## src/rtl/ysyx_22050039_mem_arbiter_pkg.sv

```systemverilog
// Shared types for the IFU/LSU data-memory arbiter:
// bus widths, FSM state encoding and requester ids.
package ysyx_22050039_mem_arbiter_pkg;

  localparam int XLEN   = 64;
  localparam int MASK_W = XLEN / 8;

  typedef enum logic [1:0] {
    IDLE = 2'd0,
    REQ  = 2'd1,
    WAIT = 2'd2
  } state_t;

  localparam logic OWN_IFU = 1'b0;
  localparam logic OWN_LSU = 1'b1;

endpackage

```

## src/rtl/ysyx_22050039_mem_arbiter_if.sv

```systemverilog
// Arbiter bus: IFU and LSU request/response channels plus the memory port.
// master = arbiter view, slave = requesters and memory model view.
interface ysyx_22050039_mem_arbiter_if;
  import ysyx_22050039_mem_arbiter_pkg::*;

  logic              ifu_req_valid;
  logic              ifu_req_ready;
  logic [XLEN-1:0]   ifu_req_addr;
  logic              ifu_resp_valid;
  logic [XLEN-1:0]   ifu_resp_data;

  logic              lsu_req_valid;
  logic              lsu_req_ready;
  logic [XLEN-1:0]   lsu_req_addr;
  logic              lsu_req_wen;
  logic [XLEN-1:0]   lsu_req_wdata;
  logic [MASK_W-1:0] lsu_req_wmask;
  logic              lsu_resp_valid;
  logic [XLEN-1:0]   lsu_resp_data;

  logic              mem_req_valid;
  logic              mem_req_ready;
  logic [XLEN-1:0]   mem_req_addr;
  logic              mem_req_wen;
  logic [XLEN-1:0]   mem_req_wdata;
  logic [MASK_W-1:0] mem_req_wmask;
  logic              mem_resp_valid;
  logic [XLEN-1:0]   mem_resp_data;

  modport master (
    input  ifu_req_valid, ifu_req_addr,
    output ifu_req_ready, ifu_resp_valid, ifu_resp_data,
    input  lsu_req_valid, lsu_req_addr, lsu_req_wen,
    input  lsu_req_wdata, lsu_req_wmask,
    output lsu_req_ready, lsu_resp_valid, lsu_resp_data,
    output mem_req_valid, mem_req_addr, mem_req_wen,
    output mem_req_wdata, mem_req_wmask,
    input  mem_req_ready, mem_resp_valid, mem_resp_data
  );

  modport slave (
    output ifu_req_valid, ifu_req_addr,
    input  ifu_req_ready, ifu_resp_valid, ifu_resp_data,
    output lsu_req_valid, lsu_req_addr, lsu_req_wen,
    output lsu_req_wdata, lsu_req_wmask,
    input  lsu_req_ready, lsu_resp_valid, lsu_resp_data,
    input  mem_req_valid, mem_req_addr, mem_req_wen,
    input  mem_req_wdata, mem_req_wmask,
    output mem_req_ready, mem_resp_valid, mem_resp_data
  );

endinterface

```

## src/rtl/ysyx_22050039_rr_arb2.sv

```systemverilog
// Two-way round-robin arbiter: req[0]=IFU, req[1]=LSU, last = previous winner.
// On a tie the requester that did not win last time is granted (one-hot).
module ysyx_22050039_rr_arb2
  import ysyx_22050039_mem_arbiter_pkg::*;
(
  input  logic [1:0] req,
  input  logic       last,
  output logic [1:0] grant
);

  always_comb begin
    grant = 2'b00;
    unique case (req)
      2'b01:   grant = 2'b01;
      2'b10:   grant = 2'b10;
      2'b11:   grant = (last == OWN_LSU) ? 2'b01 : 2'b10;
      default: grant = 2'b00;
    endcase
  end

endmodule

```

## src/rtl/ysyx_22050039_mem_arbiter.sv

```systemverilog
// Shares one data-memory port between IFU and LSU, one transaction in flight.
// Ports: clk, rst (sync, active-high), bus (master modport), protocol_err.
module ysyx_22050039_mem_arbiter
  import ysyx_22050039_mem_arbiter_pkg::*;
(
  input  logic                         clk,
  input  logic                         rst,
  ysyx_22050039_mem_arbiter_if.master  bus,
  output logic                         protocol_err
);

  state_t     state;
  state_t     state_nx;
  logic       last_grant;
  logic       owner;
  logic [1:0] grant;
  logic       accept;
  logic       resp_hit;

  ysyx_22050039_rr_arb2 u_arb (
    .req   ({bus.lsu_req_valid, bus.ifu_req_valid}),
    .last  (last_grant),
    .grant (grant)
  );

  always_comb begin
    state_nx          = state;
    bus.ifu_req_ready = 1'b0;
    bus.lsu_req_ready = 1'b0;
    bus.mem_req_valid = 1'b0;
    accept            = 1'b0;
    unique case (state)
      IDLE: begin
        bus.ifu_req_ready = grant[0];
        bus.lsu_req_ready = grant[1];
        accept            = |grant;
        if (accept) state_nx = REQ;
      end
      REQ: begin
        bus.mem_req_valid = 1'b1;
        if (bus.mem_req_ready) state_nx = WAIT;
      end
      WAIT: begin
        if (bus.mem_resp_valid) state_nx = IDLE;
      end
      default: state_nx = IDLE;
    endcase
  end

  assign resp_hit = (state == WAIT) && bus.mem_resp_valid;

  always_ff @(posedge clk) begin
    if (rst) begin
      state              <= IDLE;
      last_grant         <= OWN_IFU;
      owner              <= OWN_IFU;
      bus.mem_req_addr   <= '0;
      bus.mem_req_wen    <= 1'b0;
      bus.mem_req_wdata  <= '0;
      bus.mem_req_wmask  <= '0;
      bus.ifu_resp_valid <= 1'b0;
      bus.ifu_resp_data  <= '0;
      bus.lsu_resp_valid <= 1'b0;
      bus.lsu_resp_data  <= '0;
      protocol_err       <= 1'b0;
    end else begin
      state              <= state_nx;
      bus.ifu_resp_valid <= resp_hit && (owner == OWN_IFU);
      bus.lsu_resp_valid <= resp_hit && (owner == OWN_LSU);
      if (accept) begin
        owner      <= grant[1];
        last_grant <= grant[1];
        if (grant[1]) begin
          bus.mem_req_addr  <= bus.lsu_req_addr;
          bus.mem_req_wen   <= bus.lsu_req_wen;
          bus.mem_req_wdata <= bus.lsu_req_wdata;
          bus.mem_req_wmask <= bus.lsu_req_wmask;
        end else begin
          bus.mem_req_addr  <= bus.ifu_req_addr;
          bus.mem_req_wen   <= 1'b0;
          bus.mem_req_wdata <= '0;
          bus.mem_req_wmask <= '0;
        end
      end
      if (resp_hit && (owner == OWN_IFU))
        bus.ifu_resp_data <= bus.mem_resp_data;
      // A store ack carries no data.
      if (resp_hit && (owner == OWN_LSU))
        bus.lsu_resp_data <= bus.mem_req_wen ? '0 : bus.mem_resp_data;
      if (bus.mem_resp_valid && (state != WAIT))
        protocol_err <= 1'b1;
    end
  end

endmodule

```

## src/flat_wrapper.sv

```systemverilog
// flat-port wrapper written by rule: the top's interface ports become plain ports
module ysyx_22050039_mem_arbiter_flat import ysyx_22050039_mem_arbiter_pkg::*;
  (clk, rst, protocol_err, bus_ifu_req_valid, bus_ifu_req_addr, bus_ifu_req_ready, bus_ifu_resp_valid, bus_ifu_resp_data, bus_lsu_req_valid, bus_lsu_req_addr, bus_lsu_req_wen, bus_lsu_req_wdata, bus_lsu_req_wmask, bus_lsu_req_ready, bus_lsu_resp_valid, bus_lsu_resp_data, bus_mem_req_valid, bus_mem_req_addr, bus_mem_req_wen, bus_mem_req_wdata, bus_mem_req_wmask, bus_mem_req_ready, bus_mem_resp_valid, bus_mem_resp_data);
  ysyx_22050039_mem_arbiter_if bus_i ();
  input  logic clk;
  input  logic rst;
  output logic protocol_err;
  input wire logic [$bits(bus_i.ifu_req_valid)-1:0] bus_ifu_req_valid;
  input wire logic [$bits(bus_i.ifu_req_addr)-1:0] bus_ifu_req_addr;
  output wire logic [$bits(bus_i.ifu_req_ready)-1:0] bus_ifu_req_ready;
  output wire logic [$bits(bus_i.ifu_resp_valid)-1:0] bus_ifu_resp_valid;
  output wire logic [$bits(bus_i.ifu_resp_data)-1:0] bus_ifu_resp_data;
  input wire logic [$bits(bus_i.lsu_req_valid)-1:0] bus_lsu_req_valid;
  input wire logic [$bits(bus_i.lsu_req_addr)-1:0] bus_lsu_req_addr;
  input wire logic [$bits(bus_i.lsu_req_wen)-1:0] bus_lsu_req_wen;
  input wire logic [$bits(bus_i.lsu_req_wdata)-1:0] bus_lsu_req_wdata;
  input wire logic [$bits(bus_i.lsu_req_wmask)-1:0] bus_lsu_req_wmask;
  output wire logic [$bits(bus_i.lsu_req_ready)-1:0] bus_lsu_req_ready;
  output wire logic [$bits(bus_i.lsu_resp_valid)-1:0] bus_lsu_resp_valid;
  output wire logic [$bits(bus_i.lsu_resp_data)-1:0] bus_lsu_resp_data;
  output wire logic [$bits(bus_i.mem_req_valid)-1:0] bus_mem_req_valid;
  output wire logic [$bits(bus_i.mem_req_addr)-1:0] bus_mem_req_addr;
  output wire logic [$bits(bus_i.mem_req_wen)-1:0] bus_mem_req_wen;
  output wire logic [$bits(bus_i.mem_req_wdata)-1:0] bus_mem_req_wdata;
  output wire logic [$bits(bus_i.mem_req_wmask)-1:0] bus_mem_req_wmask;
  input wire logic [$bits(bus_i.mem_req_ready)-1:0] bus_mem_req_ready;
  input wire logic [$bits(bus_i.mem_resp_valid)-1:0] bus_mem_resp_valid;
  input wire logic [$bits(bus_i.mem_resp_data)-1:0] bus_mem_resp_data;
  assign bus_i.ifu_req_valid = bus_ifu_req_valid;
  assign bus_i.ifu_req_addr = bus_ifu_req_addr;
  assign bus_ifu_req_ready = bus_i.ifu_req_ready;
  assign bus_ifu_resp_valid = bus_i.ifu_resp_valid;
  assign bus_ifu_resp_data = bus_i.ifu_resp_data;
  assign bus_i.lsu_req_valid = bus_lsu_req_valid;
  assign bus_i.lsu_req_addr = bus_lsu_req_addr;
  assign bus_i.lsu_req_wen = bus_lsu_req_wen;
  assign bus_i.lsu_req_wdata = bus_lsu_req_wdata;
  assign bus_i.lsu_req_wmask = bus_lsu_req_wmask;
  assign bus_lsu_req_ready = bus_i.lsu_req_ready;
  assign bus_lsu_resp_valid = bus_i.lsu_resp_valid;
  assign bus_lsu_resp_data = bus_i.lsu_resp_data;
  assign bus_mem_req_valid = bus_i.mem_req_valid;
  assign bus_mem_req_addr = bus_i.mem_req_addr;
  assign bus_mem_req_wen = bus_i.mem_req_wen;
  assign bus_mem_req_wdata = bus_i.mem_req_wdata;
  assign bus_mem_req_wmask = bus_i.mem_req_wmask;
  assign bus_i.mem_req_ready = bus_mem_req_ready;
  assign bus_i.mem_resp_valid = bus_mem_resp_valid;
  assign bus_i.mem_resp_data = bus_mem_resp_data;
  ysyx_22050039_mem_arbiter u_core (.clk(clk), .rst(rst), .bus(bus_i), .protocol_err(protocol_err));
endmodule
```

## config.mk

```make
export PLATFORM = sky130hd
export DESIGN_NAME = ysyx_22050039_mem_arbiter_flat
export DESIGN_NICKNAME = d
export VERILOG_FILES = /design/src/rtl/ysyx_22050039_mem_arbiter_pkg.sv /design/src/rtl/ysyx_22050039_mem_arbiter_if.sv /design/src/rtl/ysyx_22050039_rr_arb2.sv /design/src/rtl/ysyx_22050039_mem_arbiter.sv /design/src/flat_wrapper.sv
export SDC_FILE = /design/constraint.sdc
export NUM_CORES = 1
export LEC_CHECK = 0
export ABC_CLOCK_PERIOD_IN_PS = 1700
export BUFFER_PORTS_ARGS = -buffer_cell sky130_fd_sc_hd__buf_2
export CORE_AREA = 10 10 205 207
export DETAILED_ROUTE_END_ITERATION = 16
export DIE_AREA = 0 0 215 217
export PLACE_DENSITY = 0.49
export SLEW_MARGIN = 20
export SYNTH_ARGS = -nofsm -noshare
export SYNTH_HDL_FRONTEND = slang
export SYNTH_SLANG_ARGS = --single-unit
export TNS_END_PERCENT = 20
```

## constraint.sdc

```tcl
create_clock -name clk -period 1.7 [get_ports clk]
set_clock_uncertainty 0.2 [all_clocks]
set_input_delay 0 -clock clk [delete_from_list [all_inputs] [get_ports clk]]
set_output_delay 0 -clock clk [all_outputs]
set_load 0.01 [all_outputs]
```

==> impl_metrics.tcl <==
set metrics [dict create \
    violations "negative hold slack, negative setup slack" \
    worst_slew_pin_slew_ns 0.494 \
    area_growth_pct 110 \
    period_minus_slack_ns 2.05 \
    io_buffer_count 541 \
    synthesis.area_sq_um 9440 \
    status "finished with violations" \
    die_w_microns 215 \
    crit_path_end_kind "flip-flop" \
    hpwl_mm 32.4 \
    grt_max_degree 82 \
    wl_per_cell_microns 21.3 \
    synthFlopType "dfxtp_1" \
    vdd_ir_drop_max_mv 0.716 \
    fillers 3321 \
    hold_class "input port to flip-flop" \
    maxCapViolations 0 \
    antenna_found_initial 6 \
    clockBufferDepth 3 \
    yosysUniqueCellTypes 25 \
    reg2reg_slack_ns -0.35 \
    routed_wl_mm 53.2 \
    ys_seq_elements 271 \
    slew_violations 0 \
    critPathMaxFanout 17 \
    numCtsBuffers 31 \
    vias 12000 \
    fin_nets 2216 \
    power_mw 17.3 \
    gr-total-overflow 0 \
    grtUsageTotal_pct 21.2 \
    fin_tns_setup_ns -50.85 \
    worstPathArrival_ns 2.37 \
    grt_pass1_wl_mm 78.7 \
    hold_ws_ns -0.435 \
    start_util_pct 24.8 \
    path_clk_slew_ns 0.07 \
    async_flop_share_pct 0 \
    cts_root_buffer "clkbuf_16" \
    syn_inst 985 \
    core_sq_um 38100 \
    timing.fmax_mhz 488 \
    htreeDepth 1 \
    rsz0062_at_grt "true" \
    layout-drive-gt1-share_pct 45.6 \
    routed_via_density 4.83 \
    final-setup-viol-count 270 \
    p_leak_nw 8.77 \
    syn_nets 1256 \
    ys_warn_count 0 \
    cts_tree "yes" \
    grt_pass1_vias 12800 \
    synth_area_per_cell_sq_um 9.58 \
    die_area_sq_um 46700 \
    first_pass_iters 7 \
    fp.dieH_microns 217 \
    fin_ws_ns -0.350 \
    drc 0 \
    gp_congestion 0.815 \
    top_level_ports 542 \
    path_class "flip-flop to flip-flop" \
    clock_sinks 271 \
    finalHoldViolCount 32 \
    fin_util_pct 52.0 \
    synth-edff-count 0 \
    ant_nets 0 \
    min_period_over_period_pct 121 \
    ys_seq_area_share_pct 57.5 \
    power.density_nw_per_um2 871 \
    slew_headroom_pct 67.0 \
    rows 72 \
    critPathLaunchType "flip-flop" \
    crit_required_ns 2.02 \
    clk_latency_ns 0.58 \
    first_iter_violations 688 \
]
-- sequential cells by signal, indices dropped and copies added (netlist names) --
name,flops
u_core.bus.mem_req_wdata,64
u_core.protocol_err,1
u_core.state,2
u_core.bus.mem_req_wmask,8
u_core.bus.lsu_resp_valid,1
u_core.last_grant,1
u_core.bus.ifu_resp_data,64
u_core.bus.mem_req_addr,64
u_core.bus.ifu_resp_valid,1
u_core.bus.lsu_resp_data,64
u_core.bus.mem_req_wen,1
-- cell usage after synthesis (7+ instances only) --
cell type	count	share of area (%)
buf_2	8	0.42
buf_1	19	0.76
dfxtp_1	271	57
buf_6	8	0.95
nor3_1	129	6.8
clkbuf_1	65	2.6
nand2_1	130	5.2
a22o_1	137	13
a21oi_1	131	6.9
nor4_1	64	4.2
nor2_1	7	0.28
-- power by group --
part | total [mW] | switching, mW | internal [mW]
registers | 6.88 | 0.188 | 6.69
clock network | 6.73 | 2.75 | 3.98
logic | 3.64 | 1.73 | 1.91
-- cell type report --
type,instances,area [sq um],area share [%]
multi-input combinational,614,4480,22.6
antenna,6,15.0,0.0758
sequential,271,5430,27.4
tap,518,648,3.27
clock inverter,7,98.8,0.499
clock buffer,47,916,4.62
timing repair buffer,1027,8230,41.5
-- per-layer routing --
metal | wire (microns) | track usage [%] | up-vias
met1 | 20700 | 24.3 | 5698
met5 | 0 | 0 | -
li1 | - | - | 5551
met3 | 4130 | 5.55 | 152
met2 | 25900 | 36.7 | 626
met4 | 2420 | 9.43 | 0
-- through the flow --
step / cell area, sq um / setup WS [ns] / cells
after detailed placement: 13500 / -0.103 / 2017
after floorplan: 9760 / -0.0282 / 985
after CTS: 19500 / -0.333 / 2480
after global routing: 19800 / -0.413 / 2489
final: 19800 / -0.350 / 2490
after global placement: 13500 / -0.0609 / 2017
-- path summary, 6_finish.rpt --
kind / from / end / depth (start not counted)
setup / recovery: u_core.state[0]$_SDFFE_PP0P_ / u_core.bus.mem_req_wdata[5]$_SDFFE_PP0P_ / 7
hold / removal: bus_lsu_req_valid / u_core.last_grant$_SDFFE_PP0P_ / 3
setup reg to reg: u_core.state[0]$_SDFFE_PP0P_ / u_core.bus.mem_req_wdata[5]$_SDFFE_PP0P_ / 7
hold reg to reg: u_core.bus.ifu_resp_data[35]$_SDFFE_PP0P_ / u_core.bus.ifu_resp_data[35]$_SDFFE_PP0P_ / 2
-- kinds of logic (layout without fill, tap and decap cells) --
group	after synthesis	in the layout	share of synthesized area, %
simple gates	342	342	17.8
other cells	0	6	0
buf+inv	100	1081	4.72
compound gates	272	272	20.0
flops	271	271	57.5
-- cell usage in the layout, fill, tap and decap left out, drive strengths merged, types with 2 or more instances in the layout --
cell type    count
nor4            65
a21oi          131
bufinv           2
nor3           130
a22o           137
nand2          130
bufbuf           4
buf            654
or3b             2
nor2b            2
dfxtp          271
diode            6
clkinv           3
nand2b           2
dlygate4sd3    367
nor2             7
clkbuf          49
-- timing repair --
action                                 CTS  global route
setup endpoints to repair              224           270
pin swaps                               24            58
gates resized for setup                141            66
buffers inserted                        26             4
cloned                                  19             2
endpoints found under the hold margin  271            27
hold buffers                           366             1
-- worst max-delay path: stages, from the launching register on --
cell	delay, ns
dfxtp_4	0.36
or3b_4	0.43
buf_4	0.17
buf_4	0.15
nor3_4	0.17
buf_12	0.19
buf_12	0.16
a22o_1	0.16
No activity file was read; power rests on OpenSTA's default activity.
